<file path="src/rtl/control_sequencer.sv">
// Purpose : microcoded control unit for the SAP-1.5 datapath; step counter + opcode -> control word.
// Latency : control word is combinational from {step, opcode, flags, halted}; step advances each clk.
// Backpressure: none; the sequencer free-runs one T-state per clock and freezes only after HLT.
//
// Ports:
//   clk, reset (async, active-low)     clock and reset; reset clears step/halted and zeroes controls
//   opcode, flag_zero, flag_carry      IR upper nibble (valid from T2) and registered ALU flags
//   pc_oe/ir_oe/ram_oe/a_oe/alu_oe     bus drivers, at most one high per cycle
//   pc_inc ... flags_load, alu_sub     register loads, PC/RAM strobes, ALU subtract select
//   step, halted                       current T-state and sticky halt indicator
module control_sequencer #(
    parameter int NUM_STEPS = 6,
    parameter int OPCODE_W  = 4,
    localparam int STEP_W   = $clog2(NUM_STEPS)
) (
    input  logic                clk,
    input  logic                reset,
    input  logic [OPCODE_W-1:0] opcode,
    input  logic                flag_zero,
    input  logic                flag_carry,
    output logic                pc_oe,
    output logic                ir_oe,
    output logic                ram_oe,
    output logic                a_oe,
    output logic                alu_oe,
    output logic                pc_inc,
    output logic                pc_load,
    output logic                mar_load,
    output logic                ir_load,
    output logic                ram_we,
    output logic                a_load,
    output logic                b_load,
    output logic                out_load,
    output logic                flags_load,
    output logic                alu_sub,
    output logic [STEP_W-1:0]   step,
    output logic                halted
);

    localparam logic [STEP_W-1:0] STEP_T0   = STEP_W'(0);
    localparam logic [STEP_W-1:0] STEP_T1   = STEP_W'(1);
    localparam logic [STEP_W-1:0] STEP_T2   = STEP_W'(2);
    localparam logic [STEP_W-1:0] STEP_T3   = STEP_W'(3);
    localparam logic [STEP_W-1:0] STEP_T4   = STEP_W'(4);
    localparam logic [STEP_W-1:0] STEP_LAST = STEP_W'(NUM_STEPS - 1);

    localparam logic [OPCODE_W-1:0] OP_LDA = OPCODE_W'(4'h1);
    localparam logic [OPCODE_W-1:0] OP_ADD = OPCODE_W'(4'h2);
    localparam logic [OPCODE_W-1:0] OP_SUB = OPCODE_W'(4'h3);
    localparam logic [OPCODE_W-1:0] OP_STA = OPCODE_W'(4'h4);
    localparam logic [OPCODE_W-1:0] OP_LDI = OPCODE_W'(4'h5);
    localparam logic [OPCODE_W-1:0] OP_JMP = OPCODE_W'(4'h6);
    localparam logic [OPCODE_W-1:0] OP_JC  = OPCODE_W'(4'h7);
    localparam logic [OPCODE_W-1:0] OP_JZ  = OPCODE_W'(4'h8);
    localparam logic [OPCODE_W-1:0] OP_OUT = OPCODE_W'(4'hE);
    localparam logic [OPCODE_W-1:0] OP_HLT = OPCODE_W'(4'hF);

    logic              done;      // current step is the last one of this instruction
    logic              halt_set;  // HLT reached T2 this cycle
    logic [STEP_W-1:0] step_nxt;
    logic              halted_nxt;

    always_ff @(posedge clk or negedge reset) begin
        if (!reset) begin
            step   <= '0;
            halted <= 1'b0;
        end else begin
            step   <= step_nxt;
            halted <= halted_nxt;
        end
    end

    always_comb begin
        step_nxt   = step + STEP_W'(1);
        halted_nxt = halted;
        if (halted) begin
            step_nxt = step;
        end else if (halt_set) begin
            step_nxt   = step;
            halted_nxt = 1'b1;
        end else if (done || step == STEP_LAST) begin
            step_nxt = '0;
        end
    end

    // Control word decode. Gating on reset as well as halted keeps every
    // output low for the whole reset interval, not just after the next edge.
    always_comb begin
        pc_oe      = 1'b0;
        ir_oe      = 1'b0;
        ram_oe     = 1'b0;
        a_oe       = 1'b0;
        alu_oe     = 1'b0;
        pc_inc     = 1'b0;
        pc_load    = 1'b0;
        mar_load   = 1'b0;
        ir_load    = 1'b0;
        ram_we     = 1'b0;
        a_load     = 1'b0;
        b_load     = 1'b0;
        out_load   = 1'b0;
        flags_load = 1'b0;
        alu_sub    = 1'b0;
        done       = 1'b0;
        halt_set   = 1'b0;
        if (reset && !halted) begin
            if (step == STEP_T0) begin
                pc_oe    = 1'b1;
                mar_load = 1'b1;
            end else if (step == STEP_T1) begin
                ram_oe  = 1'b1;
                ir_load = 1'b1;
                pc_inc  = 1'b1;
            end else begin
                case (opcode)
                    OP_LDA, OP_STA, OP_ADD, OP_SUB: begin
                        if (step == STEP_T2) begin
                            ir_oe    = 1'b1;
                            mar_load = 1'b1;
                        end else if (step == STEP_T3) begin
                            if (opcode == OP_STA) begin
                                a_oe   = 1'b1;
                                ram_we = 1'b1;
                                done   = 1'b1;
                            end else begin
                                ram_oe  = 1'b1;
                                a_load  = (opcode == OP_LDA);
                                b_load  = (opcode != OP_LDA);
                                alu_sub = (opcode == OP_SUB);
                                done    = (opcode == OP_LDA);
                            end
                        end else if (step == STEP_T4) begin
                            alu_oe     = 1'b1;
                            a_load     = 1'b1;
                            flags_load = 1'b1;
                            alu_sub    = (opcode == OP_SUB);
                            done       = 1'b1;
                        end
                    end
                    OP_LDI: begin
                        ir_oe  = (step == STEP_T2);
                        a_load = (step == STEP_T2);
                        done   = (step == STEP_T2);
                    end
                    OP_JMP: begin
                        ir_oe   = (step == STEP_T2);
                        pc_load = (step == STEP_T2);
                        done    = (step == STEP_T2);
                    end
                    OP_JC, OP_JZ: begin
                        // Branch taken only when the selected flag is set at T2.
                        if (step == STEP_T2) begin
                            ir_oe   = (opcode == OP_JC) ? flag_carry : flag_zero;
                            pc_load = ir_oe;
                            done    = 1'b1;
                        end
                    end
                    OP_OUT: begin
                        a_oe     = (step == STEP_T2);
                        out_load = (step == STEP_T2);
                        done     = (step == STEP_T2);
                    end
                    OP_HLT: begin
                        halt_set = (step == STEP_T2);
                    end
                    default: begin
                        // NOP and undefined opcodes retire after an empty T2.
                        done = (step == STEP_T2);
                    end
                endcase
            end
        end
    end

endmodule

</file>
<file path="config.mk">
export PLATFORM = sky130hd
export DESIGN_NAME = control_sequencer
export DESIGN_NICKNAME = d
export VERILOG_FILES = /design/src/rtl/control_sequencer.sv
export SDC_FILE = /design/constraint.sdc
export NUM_CORES = 1
export LEC_CHECK = 0
export ABC_AREA = 1
export ABC_CLOCK_PERIOD_IN_PS = 4600
export BUFFER_PORTS_ARGS = -buffer_cell sky130_fd_sc_hd__buf_2
export CAP_MARGIN = 20
export CORE_MARGIN = 2
export CORE_UTILIZATION = 45
export CTS_CLUSTER_SIZE = 14
export DETAILED_ROUTE_END_ITERATION = 7
export HOLD_SLACK_MARGIN = 0.08
export PLACE_DENSITY = 0.75
export SYNTH_ARGS = -nofsm -noshare
export SYNTH_HDL_FRONTEND = slang
export SYNTH_SLANG_ARGS = --single-unit
</file>
<file path="constraint.sdc">
create_clock -name clk -period 4.6 [get_ports clk]
set_input_delay 0.23 -clock clk [delete_from_list [all_inputs] [get_ports clk]]
set_output_delay 0.23 -clock clk [all_outputs]
set_load 0.01 [all_outputs]
</file>
==> metrics.txt <==
run status=completed; FMAX=468 MHz; initial drt markers=2; clock latency on the worst-skew pair=0.23 ns; Final Cycle Share=0.465; sequential-to-total area share from yosys stat=0.148; Final Power=0.0000972 W; die width=42.7 um; async set-reset flop share out of synthesis=1.00; Yosys warnings=0; Mapped Avg Cell Area=6.68 um^2; transition time of the tightest slew-check pin=0.500 ns; grt ovf=0; relative slew slack=0.666; share of cells above drive strength 1=0.426; Main synth FF type=dfrtp_1; CTS H-tree lvls=1; Syn-to-layout area delta=24.7%; Crit. End Element=output port; initial core utilization=0.500; Seq cells post-synth=4; HP Class=in2async; Die Height=42.7 um; final period demand of the worst path=2.14 ns; Via Count=693; Top Ports=27; crit path DAT=1.91 ns; Worst-path clk slew=0.04 ns; Setup Fix Bufs, Post-CTS=0; Post-Synthesis Cell Area=674 um^2; CTS tree=yes; routed wire length=1.43 mm; setup TNS=0 ns; Cells after Synth=101; clk root buf=clkbuf_4; Worst Setup Start Kind=input pin; syn nets=114; pins over their slew limit=0; Global Route Usage Sum=0.175; Routed wire per std cell=9.94 um; # setup viols final=0; antenna cells=0; RSZ-0062 raised after global routing=false; PD cells=116 mW/mm^2; # resized after CTS=0; number of I/O port buffers=26; deepest clock path buffer count=2; vias in the first global route=611; Netlist cell types=24; Post-synth EDFFs=0; cts bufs inserted=3; DR vias/cell=4.81; Die Area=0.00182 mm^2; area of the core=0.00135 mm^2; Hold Fails Final Rpt=0; drt first pass iters=2; Max-Cap Viols=0; first-pass GRT wire length=2.53 mm; RePlAce Congestion=0.854; DP Wirelength=1.20 mm; CP Class=in2out; clk sinks=4; largest net degree at the start of global routing=8; peak supply drop=0.000103 V; clock skew=0.00270 ns; Antenna Violating Nets Remaining=0; FP Rows=13; initial antenna violation count=0; Worst EP required=4.37 ns; Leakage=0.471 nW; crit path max fanout=6; drt drc=0; Nets=144
## through the flow
step                      setup slack (ns)   util  instances  area (um^2)  hold slack [ns]
after floorplan                       2.88      -        101          674          -0.0656
after CTS                             2.44  0.623        144          841            0.369
after detailed placement              2.73  0.599        140          808           0.0553
final                                 2.46  0.623        144          841            0.367
after global routing                  2.31  0.623        144          841            0.380
after global placement                2.79  0.599        140          808           0.0509
## power by group
part | switching (W) | total (W) | leakage, nW | internal (W)
combinational | 0.0000130 | 0.0000198 | 0.411 | 0.00000677
sequential | 0 | 0.0000354 | 0.0455 | 0.0000354
clock | 0.0000129 | 0.0000420 | 0.0138 | 0.0000291
## flip-flops by register name, indices dropped and copies added, names as in the netlist
register	cells
halted	1
step	3
## Yosys cell counts, types with 2 or more instances
master   instances  area share
inv_1           17       0.095
nand2_1         13       0.072
nand3_1         11       0.082
nor2_1          11       0.061
nand2_2          8       0.074
inv_2            6       0.033
ha_1             5       0.093
dfrtp_1          4        0.15
o21ai_0          4       0.030
nor2_2           3       0.028
a21oi_1          2       0.015
buf_4            2       0.022
nand2_4          2       0.033
nand4_1          2       0.019
nor4_4           2       0.063
## per-layer routing
metal / global-route usage / wire (um) / part of all wire
met1: 0.244 / 687 / 0.48
met2: 0.273 / 687 / 0.48
met3: 0.0383 / 57 / 0.040
met4: 0.0375 / 0 / 0
met5: 0 / 0 / 0
## critical path: stages
cell and delay, ns:
dlygate4sd3_1 0.53, buf_2 0.18, inv_1 0.06, nor2_2 0.15, nand2_4 0.09, nor2_8 0.11
inv_2 0.05, nor2_2 0.14, inv_2 0.08, nor4_4 0.12, buf_2 0.16
## layout make-up
type,instances,area (um^2)
sequential,4,100
timing repair buffer,27,140
clock buffer,3,22.5
tap,15,18.8
multi-input combinational,72,473
inverter,23,86.3
fill,135,509
## cell families after synthesis
logic type	Yosys count	share of synthesized area
compound gates	10	0.0928
fa+ha+maj	5	0.0928
buf+inv	25	0.150
flops	4	0.148
simple gates	57	0.516
## layout by cell type, fill, tap and decap left out
| cell type | instances |
|---|---|
| nor2_4 | 1 |
| ha_1 | 5 |
| nor3_2 | 1 |
| nand3_2 | 1 |
| a21oi_1 | 2 |
| inv_1 | 17 |
| a21oi_2 | 1 |
| nor2_2 | 3 |
| dlygate4sd3_1 | 1 |
| o21bai_1 | 1 |
| nand2_1 | 13 |
| nand2_2 | 8 |
| nand4_1 | 2 |
| nand2_4 | 2 |
| nor3_1 | 1 |
| clkbuf_4 | 3 |
| nand3_1 | 11 |
| nor2_1 | 11 |
| o41ai_1 | 1 |
| dfrtp_1 | 4 |
| nor4_4 | 2 |
| o21ai_0 | 4 |
| buf_2 | 26 |
| o31ai_1 | 1 |
| nor2_8 | 1 |
| inv_2 | 6 |
## final timing paths
check                                          from                  end  slack (ns)  cells past startpoint
worst max-delay path                          reset               b_load        2.46                     11
worst min-delay path                          reset  step[2]$_DFFE_PN0P_        0.37                      2
worst max register to register  step[0]$_DFFE_PN0P_  step[0]$_DFFE_PN0P_        2.95                      9
worst min register to register     halted$_DFF_PN0_  step[2]$_DFFE_PN0P_        0.55                      2
max in group asynchronous                     reset  step[0]$_DFFE_PN0P_        4.09                      2
min in group clk                          opcode[3]     halted$_DFF_PN0_        0.47                      5
## repair_timing
| action | in CTS | in global routing |
|---|---|---|
| setup endpoints to repair | 0 | 0 |
| hold buffers | 1 | 0 |
| hold endpoints to repair | 4 | 0 |
Power figures use the tool's default switching activity.
